## config.mk

```make
export PLATFORM = sky130hd
export DESIGN_NAME = div_frac_ctrl
export DESIGN_NICKNAME = d
export VERILOG_FILES = /design/src/rtl/div_frac_pkg.sv /design/src/rtl/div_frac_ctrl.sv
export SDC_FILE = /design/constraint.sdc
export NUM_CORES = 1
export LEC_CHECK = 0
export CORE_UTILIZATION = 34
export DETAILED_ROUTE_END_ITERATION = 10
export PLACE_DENSITY_LB_ADDON = 0.08
export SLEW_MARGIN = 20
export SYNTH_ARGS = -nofsm -noshare
export SYNTH_HDL_FRONTEND = slang
export SYNTH_SLANG_ARGS = --single-unit
```

## constraint.sdc

```tcl
create_clock -name clk -period 1.95 [get_ports clk]
set_input_delay 0.195 -clock clk [delete_from_list [all_inputs] [get_ports clk]]
set_output_delay 0.195 -clock clk [all_outputs]
set_load 0.02 [all_outputs]
```

## src/rtl/div_frac_pkg.sv

```systemverilog
// div_frac_pkg: shared state encoding and saturation constants for div_frac_ctrl.
// Revision 1.0
`default_nettype none

package div_frac_pkg;

  typedef enum logic [1:0] {
    IDLE = 2'd0,
    WAIT = 2'd1,
    OUT  = 2'd2
  } state_t;

  // Saturation patterns are built 64 bits wide and truncated to DATA_W by the user.
  function automatic logic [63:0] sat_pos(input int w);
    return (64'd1 << (w - 1)) - 64'd1;
  endfunction

  function automatic logic [63:0] sat_neg(input int w);
    return 64'd1 << (w - 1);
  endfunction

  function automatic logic [63:0] sat_ones(input int w);
    return (w >= 64) ? {64{1'b1}} : ((64'd1 << w) - 64'd1);
  endfunction

endpackage

`default_nettype wire

```

## src/rtl/div_frac_ctrl.sv

```systemverilog
// div_frac_ctrl: issue/collect controller for div_subshift_frac with divide-by-zero bypass.
// Revision 1.0 -- optional watchdog enabled by defining DIV_FRAC_TIMEOUT_EN.
`default_nettype none

module div_frac_ctrl
  import div_frac_pkg::*;
#(
  parameter int DATA_W  = 16,
  parameter int TIMEOUT = 64
) (
  input  logic              clk,
  input  logic              rst,
  input  logic              in_valid,
  output logic              in_ready,
  input  logic              in_sign,
  input  logic [DATA_W-1:0] in_dividend,
  input  logic [DATA_W-1:0] in_divisor,
  output logic              div_en,
  output logic              div_sign,
  output logic [DATA_W-1:0] div_dividend,
  output logic [DATA_W-1:0] div_divisor,
  input  logic              div_done,
  input  logic [DATA_W-1:0] div_quotient,
  output logic              out_valid,
  input  logic              out_ready,
  output logic [DATA_W-1:0] out_quotient,
  output logic              out_dbz,
  output logic              out_timeout,
  output logic              busy
);

  localparam logic [DATA_W-1:0] SAT_ONES = DATA_W'(sat_ones(DATA_W));
  localparam logic [DATA_W-1:0] SAT_POS  = DATA_W'(sat_pos(DATA_W));
  localparam logic [DATA_W-1:0] SAT_NEG  = DATA_W'(sat_neg(DATA_W));

  state_t state;
  logic   first_wait;

`ifdef DIV_FRAC_TIMEOUT_EN
  localparam int CNT_W = (TIMEOUT < 1) ? 1 : $clog2(TIMEOUT + 1);
  logic [CNT_W-1:0] wd_cnt;
`else
  logic unused_timeout_cfg;
  assign unused_timeout_cfg = ^TIMEOUT;
  assign out_timeout        = 1'b0;
`endif

  assign in_ready = (state == IDLE);
  assign busy     = (state != IDLE);

  always_ff @(posedge clk) begin
    if (rst) begin
      state        <= IDLE;
      first_wait   <= 1'b0;
      div_en       <= 1'b0;
      div_sign     <= 1'b0;
      div_dividend <= '0;
      div_divisor  <= '0;
      out_valid    <= 1'b0;
      out_quotient <= '0;
      out_dbz      <= 1'b0;
`ifdef DIV_FRAC_TIMEOUT_EN
      out_timeout  <= 1'b0;
      wd_cnt       <= '0;
`endif
    end else begin
      case (state)
        IDLE: begin
          if (in_valid) begin
            div_sign     <= in_sign;
            div_dividend <= in_dividend;
            div_divisor  <= in_divisor;
`ifdef DIV_FRAC_TIMEOUT_EN
            out_timeout  <= 1'b0;
            wd_cnt       <= '0;
`endif
            if (in_divisor != '0) begin
              state      <= WAIT;
              div_en     <= 1'b1;
              first_wait <= 1'b1;
              out_dbz    <= 1'b0;
            end else begin
              // Zero divisor never reaches the divider; answer with the saturated value.
              state     <= OUT;
              out_valid <= 1'b1;
              out_dbz   <= 1'b1;
              if (!in_sign)
                out_quotient <= SAT_ONES;
              else if (in_dividend[DATA_W-1])
                out_quotient <= SAT_NEG;
              else
                out_quotient <= SAT_POS;
            end
          end
        end

        WAIT: begin
          first_wait <= 1'b0;
`ifdef DIV_FRAC_TIMEOUT_EN
          wd_cnt <= wd_cnt + 1'b1;
`endif
          // A done seen on the first WAIT cycle may be left over from the previous op.
          if (!first_wait && div_done) begin
            out_quotient <= div_quotient;
            div_en       <= 1'b0;
            out_valid    <= 1'b1;
            state        <= OUT;
          end
`ifdef DIV_FRAC_TIMEOUT_EN
          else if (wd_cnt == CNT_W'(TIMEOUT)) begin
            out_quotient <= '0;
            out_timeout  <= 1'b1;
            div_en       <= 1'b0;
            out_valid    <= 1'b1;
            state        <= OUT;
          end
`endif
        end

        OUT: begin
          div_en <= 1'b0;
          if (out_ready) begin
            out_valid <= 1'b0;
            state     <= IDLE;
          end
        end

        default: begin
          state     <= IDLE;
          div_en    <= 1'b0;
          out_valid <= 1'b0;
        end
      endcase
    end
  end

endmodule

`default_nettype wire

```

# [After elaboration in Yosys (flattened, before gate mapping)]
# Index checks and enable logic that the tools add are counted.
[totals] register_bits=55 input_bits=54 output_inout_bits=55
[classes] n_eq_ne=7 reduce_logical=12 n_mux=22
[ops] op="$mux W16" n=5
[ops] op="$pmux W16 S2" n=1
[ops] op="$reduce_bool A16 Y1" n=1
[ops] op="$reduce_and A3 Y1" n=3
[ops] op="$mux W1" n=8
[ops] op="$mux W2" n=4
[ops] op="$ne A2 B2 Y1 const B" n=4
[ops] op="$reduce_and A4 Y1" n=2
[ops] op="$pmux W2 S3" n=1
[ops] op="$pmux W1 S2" n=2
[ops] op="$reduce_bool A2 Y1" n=2
[ops] op="$pmux W1 S3" n=1
[ops] op="$eq A2 B1 Y1 const B" n=1
[ops] op="$eq A2 B2 Y1 const B" n=1
[ops] op="$logic_not A2 Y1" n=1
[ops] op="$ne A2 B1 Y1 const B" n=1
[ops] op="$reduce_and A2 Y1" n=1
[ops] op="$logic_and A1 B1 Y1" n=1
[ops] op="$logic_not A1 Y1" n=1

# [Depth between registers and ports, before layout]
# Gate-level depths: netlist (run 1).
[logic_depth] ltp_word=5 depth_mapped=7

# [Worst setup path before layout (run 1)]
# OpenSTA, ideal clock, no wires.
[synth_path] path_type="register to register" startpoint="register state[1]" endpoint="register div_dividend[0]" stages_incl_launch_ff=7 setup_ns=0.132 period_less_slack_ns=1.491 arrival_ns=1.359 slack_ns=0.459 path_cell_list="dfxtp_1 -> buf_2 -> nor2_1 -> nand2_1 -> clkbuf_1 -> nand2_1 -> a21oi_1"
[synth_between] elab_chain_len=2
[synth_lines] item="start: declaration" line="div_frac_ctrl.sv:36" rtl="state_t state;"
[synth_lines] item="start signal: assignment" line="div_frac_ctrl.sv:53" rtl="state <= IDLE;"
[synth_lines] item="start signal: assignment" line="div_frac_ctrl.sv:78" rtl="state <= WAIT;"
[synth_lines] item="start signal: assignment" line="div_frac_ctrl.sv:84" rtl="state <= OUT;"
[synth_lines] item="$logic_not A2 Y1"
[synth_lines] item="named net in_ready" line="div_frac_ctrl.sv:14" rtl="output logic in_ready,"
[synth_lines] item="$reduce_and A2 Y1 (no source line)"
[synth_lines] item="end signal: assignment" line="div_frac_ctrl.sv:71" rtl="div_dividend <= in_dividend;"
[synth_lines] item="end: declaration" line="div_frac_ctrl.sv:20" rtl="output logic [DATA_W-1:0] div_dividend,"
# The timed path passes the listed nets, and every way through them passes these cells.
# A chain may end at the register's enable or synchronous reset.

# [Final worst setup path (run 1)]
[layout_path] startpoint="register state[0]" endpoint="output busy"
[layout_between] elab_chain_len=1
[layout_lines] item="$reduce_bool A2 Y1" line="div_frac_ctrl.sv:49" rtl="assign busy = (state != IDLE);"
[layout_lines] item="end: declaration" line="div_frac_ctrl.sv:29" rtl="output logic busy"
# Every way passes these cells.

==> results of run 1 <==
-- final timing paths --
path / slack (ns) / from / to / cells past startpoint
max: 0.20 / state[0] / busy / 3
min reg2reg: 0.46 / div_dividend[7] / div_dividend[7] / 2
min: 0.36 / rst / div_dividend[10] / 2
max reg2reg: 0.40 / state[0] / out_dbz / 4
-- worst max-delay path: stages (launching register included) --
cell and delay, ns:
sky130_fd_sc_hd__dfxtp_1 0.48, sky130_fd_sc_hd__nor2_1 0.12, sky130_fd_sc_hd__inv_1 0.06, sky130_fd_sc_hd__clkdlybuf4s50_1 0.59
-- state kept, by name (all words and copies together) (netlist names) --
| signal | flops |
|---|---|
| div_dividend | 16 |
| out_quotient | 16 |
| div_en | 1 |
| out_valid | 1 |
| div_divisor | 16 |
| first_wait | 1 |
| out_dbz | 1 |
| state | 2 |
| div_sign | 1 |
-- area by class of cell --
| class | instances | area [sq um] |
|---|---|---|
| Fill cell | 637 | 3120 |
| Tap cell | 96 | 120 |
| Sequential cell | 55 | 1100 |
| Multi-Input combinational cell | 183 | 1190 |
| Clock buffer | 8 | 100 |
| Timing Repair Buffer | 118 | 1220 |
| Inverter | 3 | 11.3 |
-- routing by layer --
| layer | part of all wire [%] | track usage, % |
|---|---|---|
| met1 | 46 | 21.9 |
| met2 | 46 | 26.8 |
| met3 | 6.8 | 5.52 |
| met4 | 0.89 | 4.55 |
| met5 | 0 | 0 |
-- logic make-up after synthesis --
logic type | count (synthesis) | share of synthesized area (%)
AO/OA/AOI/OAI | 76 | 24.2
buffers and inverters | 28 | 6.72
other | 1 | 0.154
multiplexers | 15 | 6.16
flip-flops | 55 | 45.2
AND/OR/NAND/NOR | 91 | 17.6
-- layout by cell type, fill, tap and decap left out, types with 2 or more instances in the layout --
cell,Yosys,final
sky130_fd_sc_hd__a21oi_2,13,12
sky130_fd_sc_hd__clkbuf_8,0,7
sky130_fd_sc_hd__a21oi_1,39,39
sky130_fd_sc_hd__mux2i_1,15,15
sky130_fd_sc_hd__clkdlybuf4s50_1,0,106
sky130_fd_sc_hd__nand2_1,71,71
sky130_fd_sc_hd__o211a_1,2,2
sky130_fd_sc_hd__nor2_1,4,4
sky130_fd_sc_hd__a311oi_2,12,12
sky130_fd_sc_hd__nand3b_1,2,2
sky130_fd_sc_hd__buf_4,5,5
sky130_fd_sc_hd__inv_1,3,3
sky130_fd_sc_hd__a311oi_1,3,3
sky130_fd_sc_hd__and2_1,2,2
sky130_fd_sc_hd__buf_12,1,6
sky130_fd_sc_hd__dfxtp_1,55,54
sky130_fd_sc_hd__nor4_2,4,4
-- power by group through the flow --
stage / registers, mW / clock network [mW] / logic (mW)
global route: 1.34 / 0.763 / 1.27
CTS: 1.32 / 0.707 / 1.19
detailed placement: 1.35 / 0 / 1.18
floorplan: 1.47 / 0 / 0.566
finish: 1.32 / 0.680 / 1.17
global placement: 1.34 / 0 / 1.17
-- stage by stage --
step	total power, mW	TNS [ns]	setup slack, ns
2_1_floorplan	2.03	0	0.459
3_3_place_gp	2.52	0	0.00458
3_5_place_dp	2.53	-0.0810	-0.0424
4_1_cts	3.22	0	0.0100
5_1_grt	3.37	0	0.0763
6_report	3.17	0	0.197
-- what timing repair did --
action,in CTS,in global routing
endpoints found under the setup margin,0,1
hold endpoints to repair,0,0
setup buffers,0,0
resized for setup,0,1
==> results by stage, run 1 <==
Floorplanning:
- The initialized floorplan defines 30 standard-cell rows.
- The region available for standard cell placement spans 6870 sq um.
- The die height is 86.7 um.
- 109 I/O pins were placed.
- The overall die width is slightly below 90 um.
- The initial cell density of the core is 35.5%.
- The die covers 7510 sq um.

Pwr:
- The largest vdd supply drop is 424 uV.
- The clock group share of total power is a little over a fifth.
- The total net switching power is 1.03 mW.
- The register share of total power is 41.6%.
- Net switching is 32.5% of the power.
- Cell internal power was estimated by the tool at 2.14 mW.
- Combinational logic burns 36.9% of the power.
- Power spread over the standard cell area amounts to 848 nW/um^2.
- The leakage power total is between 1 and 1.5 nW.

STA:
- The final period utilization is 89.9%.
- The final worst hold slack is 0.361 ns.
- Setup repair after global routing left no endpoint under its margin.
- The fmax is about 570 MHz.
- The number of hold violations in the final report came to 0.
- The final number of max-transition violations is 0.
- The actual slew at the worst max-slew pin is 0.518 ns.
- The clock skew after layout is 0.00850 ns.
- The smallest clock period supported by the final layout is computed as 1.75 ns.
- The setup-violating endpoint count in the final report is 0.
- The relative slew slack is 65.5%.

Outcome:
- The flow ran to the end, and the final reports show no timing, DRC or antenna violations.

Critical path:
- The worst setup path is launched from a register.
- For the worst setup path, the data required time is 1.75 ns.
- The critical path in this run is classified as reg -> out.
- The arrival time of data at the critical path endpoint is 1.56 ns.
- The worst-path maximum fanout is 7.
- The worst setup path is captured at an output pin.

Yosys:
- Yosys mapped the design onto 36 distinct sky130hd cell types.
- Sorting the synthesized cells by area gives the leading types as sky130_fd_sc_hd__dfxtp_1 45%, sky130_fd_sc_hd__nand2_1 11%, sky130_fd_sc_hd__a21oi_1 8.0%.
- The area share of the leading cell type in the synthesized netlist is between 40% and 50%.
- The leading cell type by number of instances after synthesis is sky130_fd_sc_hd__nand2_1.
- After synthesis, the share of flip-flops with an asynchronous set or reset is 0%.
- The sequential fraction of the synthesis area is 45.2%.
- The combined area of all synthesized cells is approximately 2400 sq um.
- The number of instances in the synthesized netlist is about 270.
- The synthesized design contains 55 register bits.
- Of all cell types, the one taking the most synthesized area is sky130_fd_sc_hd__dfxtp_1.
- The number of synthesis warnings is 0.
- The number of synthesized flops with an enable pin is 0.
- The average instance in the mapped netlist occupies 9.16 sq um.
- When the netlist entered floorplanning its net count stood at 320.
- The commonest register cell after synthesis is sky130_fd_sc_hd__dfxtp_1.
- By count the netlist is led by 71 x sky130_fd_sc_hd__nand2_1, 55 x sky130_fd_sc_hd__dfxtp_1, 39 x sky130_fd_sc_hd__a21oi_1.

Place:
- The placed instances occupy a cell area of around 3600 sq um.
- Once placement completed, the tool counted placed cells totaling 455.
- Detailed placement ended at an HPWL of around 4.3 mm.
- Routability-driven placement finished with a final weighted congestion of 0.696.
- Port buffering added 107 buffers.

Drt:
- For this run, design rule violations remaining after detail routing come to 0.
- Summed over all layers, the routed wires come to 6.07 mm.
- In the final routed layout, each cell accounts on average for 13.1 um.
- The number of search-and-repair iterations in the first detailed-routing pass is 5.
- The per-cell via count in the routed design is 4.76.
- The total number of vias is roughly 2200.
- The number of violations reported at the end of detailed-routing iteration 0 is 57.
- The count of nets left with antenna violations once routing finished came out at 0.

Clock network:
- Clock tree synthesis inserted a total of 5 buffers.
- The master cell of the clock root buffer is sky130_fd_sc_hd__clkbuf_8.
- The clock insertion delay at the later pin of the skew report is 0.30 ns.
- TritonCTS built the clock tree.
- Clock-pin slew was measured on the worst setup and hold paths at 0.09 ns.
- The maximum level of the CTS H-tree is 2.
- The sink count of the clock tree is 55.
- The clock passes through at most 2 buffers.
- The count of hold-fix buffers inserted at cts is 0.

GRT:
- The first-pass GRT wire length is slightly above 10 mm.
- The number of antenna violations at the first check in global routing was 0.
- The global-route congestion overflow total is 0.
- The via count of the first global-routing pass is 2138.
- Entering global routing, the biggest net connects 35 pins.
- In the global route stage, overall resource usage came out at between 15 and 20%.

Job:
- Across the run, the number of max-cap violations was 0.

Min path:
- The path class of the lowest-slack min-delay path is in -> reg.

Final layout:
- The finished layout holds 463 standard cells, fillers aside.
- The signed area change from the synthesized netlist to the final layout is 53.6%.
- In the final design database the tool counted 420 nets.
- Cells fill a little over half of the core in the end.
- The antenna diode count is 0.
- The post-route cell area is 3740 sq um.
- Of the cells placed in the final design, the portion with a size suffix greater than 1 is 14.4%.
Power figures use the tool's default switching activity.
==> run 2: changes to the inputs <==
==> constraint.sdc (replaced) <==
create_clock -name clk -period 1.71 [get_ports clk]
set_input_delay 0.171 -clock clk [delete_from_list [all_inputs] [get_ports clk]]
set_output_delay 0.171 -clock clk [all_outputs]
set_load 0.02 [all_outputs]
==> run 2 against run 1 <==
Net effect: flip-flop and latch count stayed put; non-clock buffer count is 11 higher; final area is 3.4% higher; clock-buffer cell count stayed put; sequential power is 14% higher; setup slack worse by 0.10 ns; clock power is 15% higher; hold slack worse by 0.10 ns; critical path depth is 4 higher; via count is 3.3% higher; register-to-register slack worse by 0.25 ns; largest power group unchanged; highest routed layer unchanged.
==> results by stage, run 2 (synthesized netlist as in run 1, its figures left out) <==
Critical path:
- The worst path required time was 1.90 ns (+0.15 ns).
- The startpoint class of the critical path is an input pin.
- The cell family contributing the most delay on the critical path is buffers and inverters.
- The critical path endpoint category is a register.
- The worst-path maximum fanout is 16 (+9).
- The arrival time of data at the critical path endpoint is 1.81 ns (+0.25 ns).
- Tracing the worst setup path back leads to its startpoint at in_divisor[7].
- The signal on the critical path passes through clkdlybuf4s50_1, nor4_2, a41o_2, buf_4, clkbuf_16, buf_4, a311oi_2.
- The kind of critical path is in -> reg.
- In this run the critical register-to-register path is launched from state[0].
- The buffering stage count on the worst path with inverters included is 4 (+2).
- The slack of the worst reg-to-reg path is 0.15 ns (-0.25 ns).
- By instance count, the cell type seen most on the critical path is sky130_fd_sc_hd__buf_4.
- The delay contributed by the slowest stage of the critical path is 0.43 ns (-0.16 ns).
- The slowest stage of the critical path is the sky130_fd_sc_hd__clkdlybuf4s50_1 cell.

STA:
- The final number of max-transition violations came to 0 (unchanged).
- The setup-violating endpoint count in the final report is 0 (unchanged).
- The final period demand of the worst path is 1.62 ns.
- The sum of negative setup slack was 0 ns (unchanged).
- Setup repair after global routing left no endpoint under its margin.
- The post-layout worst setup margin is 0.0925 ns (-0.105 ns).
- The final worst hold slack was 0.259 ns (-0.102 ns).
- The number of hold violations in the final report is 0 (unchanged).
- Timing would allow up to 618 MHz.
- The final period utilization is between 90% and 100%.
- The clock skew after layout is 0.00908 ns (+0.000579 ns).

Pwr:
- The ratio of total power to cell area was 957 nW/um^2 (+13%).
- The largest vdd supply drop came to 379 uV (-11%).
- The leakage power total is 1.47 nW (+4.8%).

GRT:
- The via count of the first global-routing pass came to 2227 (+4.2%).
- The number of antenna violations at the first check in global routing came to 0 (unchanged).
- The first-pass GRT wire length is 10.5 mm (+4.1%).
- The largest net degree at the start of global routing is 35 (unchanged).
- The global-route congestion overflow total is 0 (unchanged).
- The overall fraction of global-route tracks in use is 17.9% (+1.1 points).

Floorplanning:
- The overall die width is 86.7 um (unchanged).
- The number of standard-cell rows in the floorplan was 30 (unchanged).
- The number of top-level pins is 109 (unchanged).
- The initial cell density of the core came to 35.5% (unchanged).
- The area enclosed by the die boundary is 7510 sq um (unchanged).
- The die height is 86.7 um (unchanged).
- The area of the core is 6870 sq um (unchanged).

Drt:
- The number of search-and-repair iterations in the first detailed-routing pass is 4 (-1).
- The total number of vias came to 2279 (+3.3%).
- The final antenna-violating net count is 0 (unchanged).
- The detail-routed net length per standard cell is 13.4 um (+2.1%).
- The per-cell via count in the routed design is 4.81 (+0.91%).
- The number of remaining DRC errors is 0 (unchanged).
- The total length of routed wires is 6.35 mm (+4.5%).
- The number of violations reported at the end of detailed-routing iteration 0 is 56 (-1.8%).

Min path:
- The path class of the lowest-slack min-delay path is in -> reg.
- The worst hold path begins at rst.

Clock network:
- The count of hold-fix buffers inserted at cts is 0 (unchanged).
- The maximum level of the CTS H-tree is 2 (unchanged).
- The clock insertion delay at the later pin of the skew report came to 0.31 ns (about the same).
- The clock buffer count from CTS came to 5 (unchanged).
- The sink count of the clock tree is 55 (unchanged).
- The clock edge transition at the registers on the reported setup and hold paths is 0.09 ns (about the same).
- The deepest clock path buffer count is 2 (unchanged).
- TritonCTS built the clock tree.
- The master cell of the clock root buffer is sky130_fd_sc_hd__clkbuf_8.

Final layout:
- The final core utilization came to 56.4% (+1.9 points).
- The layout net count is 431 (+2.6%).
- The final standard cell count with taps included and fillers excluded is 474 (+2.4%).
- The antenna diode count is 0 (unchanged).
- The share of cells above drive strength 1 is 17.2% (+2.8 points).
- The commonest non-fill, non-tap cell in the layout is sky130_fd_sc_hd__clkdlybuf4s50_1.
- The number of fillers in the final layout is 650 (+2.0%).
- From synthesis to final layout, the design area changed by 58.9%.
- The library cells used most frequently in the layout, excluding fill and tap cells, are 105 x sky130_fd_sc_hd__clkdlybuf4s50_1, 71 x sky130_fd_sc_hd__nand2_1, 54 x sky130_fd_sc_hd__dfxtp_1, 39 x sky130_fd_sc_hd__a21oi_1.
- The largest registers in the layout are div_dividend: 16 flops, div_divisor: 16 flops, out_quotient: 16 flops.

Place:
- The final HPWL from detailed placement came to 4.45 mm (+4.3%).
- The port buffer count is 107 (unchanged).
- The worst slack at placement was -0.275 ns (-0.232 ns).
- The instance count after placement with tap cells included was 464 (+2.0%).
- The weighted congestion reported at the end of routability-driven placement is 0.707 (+1.6%).

Job:
- The max capacitance violation total is 0 (unchanged).

Outcome:
- The run finished with clean final reports.
## run 2: changes by cell type in the layout (fill, tap and decap cells not counted), sizes merged
cell / previous run / this run
clkbuf: 8 / 9
dlygate4sd2: 0 / 1
buf: 12 / 22
clkdlybuf4s50: 106 / 105
## run 2: what timing repair did
| action | CTS | global route |
|---|---|---|
| resized for setup | 2 | 4 |
| pin swaps | 0 | 3 |
| setup endpoints to repair | 2 | 18 |
| setup buffers | 0 | 1 |
| gates cloned | 0 | 1 |
## run 2: power breakdown
group / total [mW] / leakage (nW) / internal [mW] / switching (mW)
Clock: 0.784 / 0.0515 / 0.371 / 0.413
Sequential: 1.50 / 0.451 / 1.42 / 0.0827
Combinational: 1.42 / 0.963 / 0.703 / 0.717
Total: 3.71 / 1.47 / 2.49 / 1.21
## run 2: cell type report
type,count,area [sq um],share of cell area [%]
timing repair buffer,129,1320,34.2
multi-input combinational,183,1220,31.4
sequential,55,1100,28.5
tap,96,120,3.10
inverter,3,11.3,0.291
clock buffer,8,100,2.58
## run 2: per-stage QoR
step           area, sq um  power, mW
2_1_floorplan         2440       2.32
3_3_place_gp          3710       2.91
3_5_place_dp          3710       2.93
4_1_cts               3810       3.72
5_1_grt               3870       3.92
6_report              3870       3.71
## run 2: routing by layer
layer  up-vias  part of all wire [%]  global-route usage, %
met5         -                     0                      0
met2        75                    48                   29.6
met4         0                   1.6                   6.06
li1       1145                     -                      -
met3        10                   7.5                   5.90
met1      1049                    43                   21.9
## run 2: path summary, 6_finish.rpt
path                            cells after the start              end
worst min-delay path                                2   div_divisor[3]
worst max-delay path                                7  out_quotient[6]
worst min register to register                      2  div_divisor[13]
worst max register to register                      6  out_quotient[6]
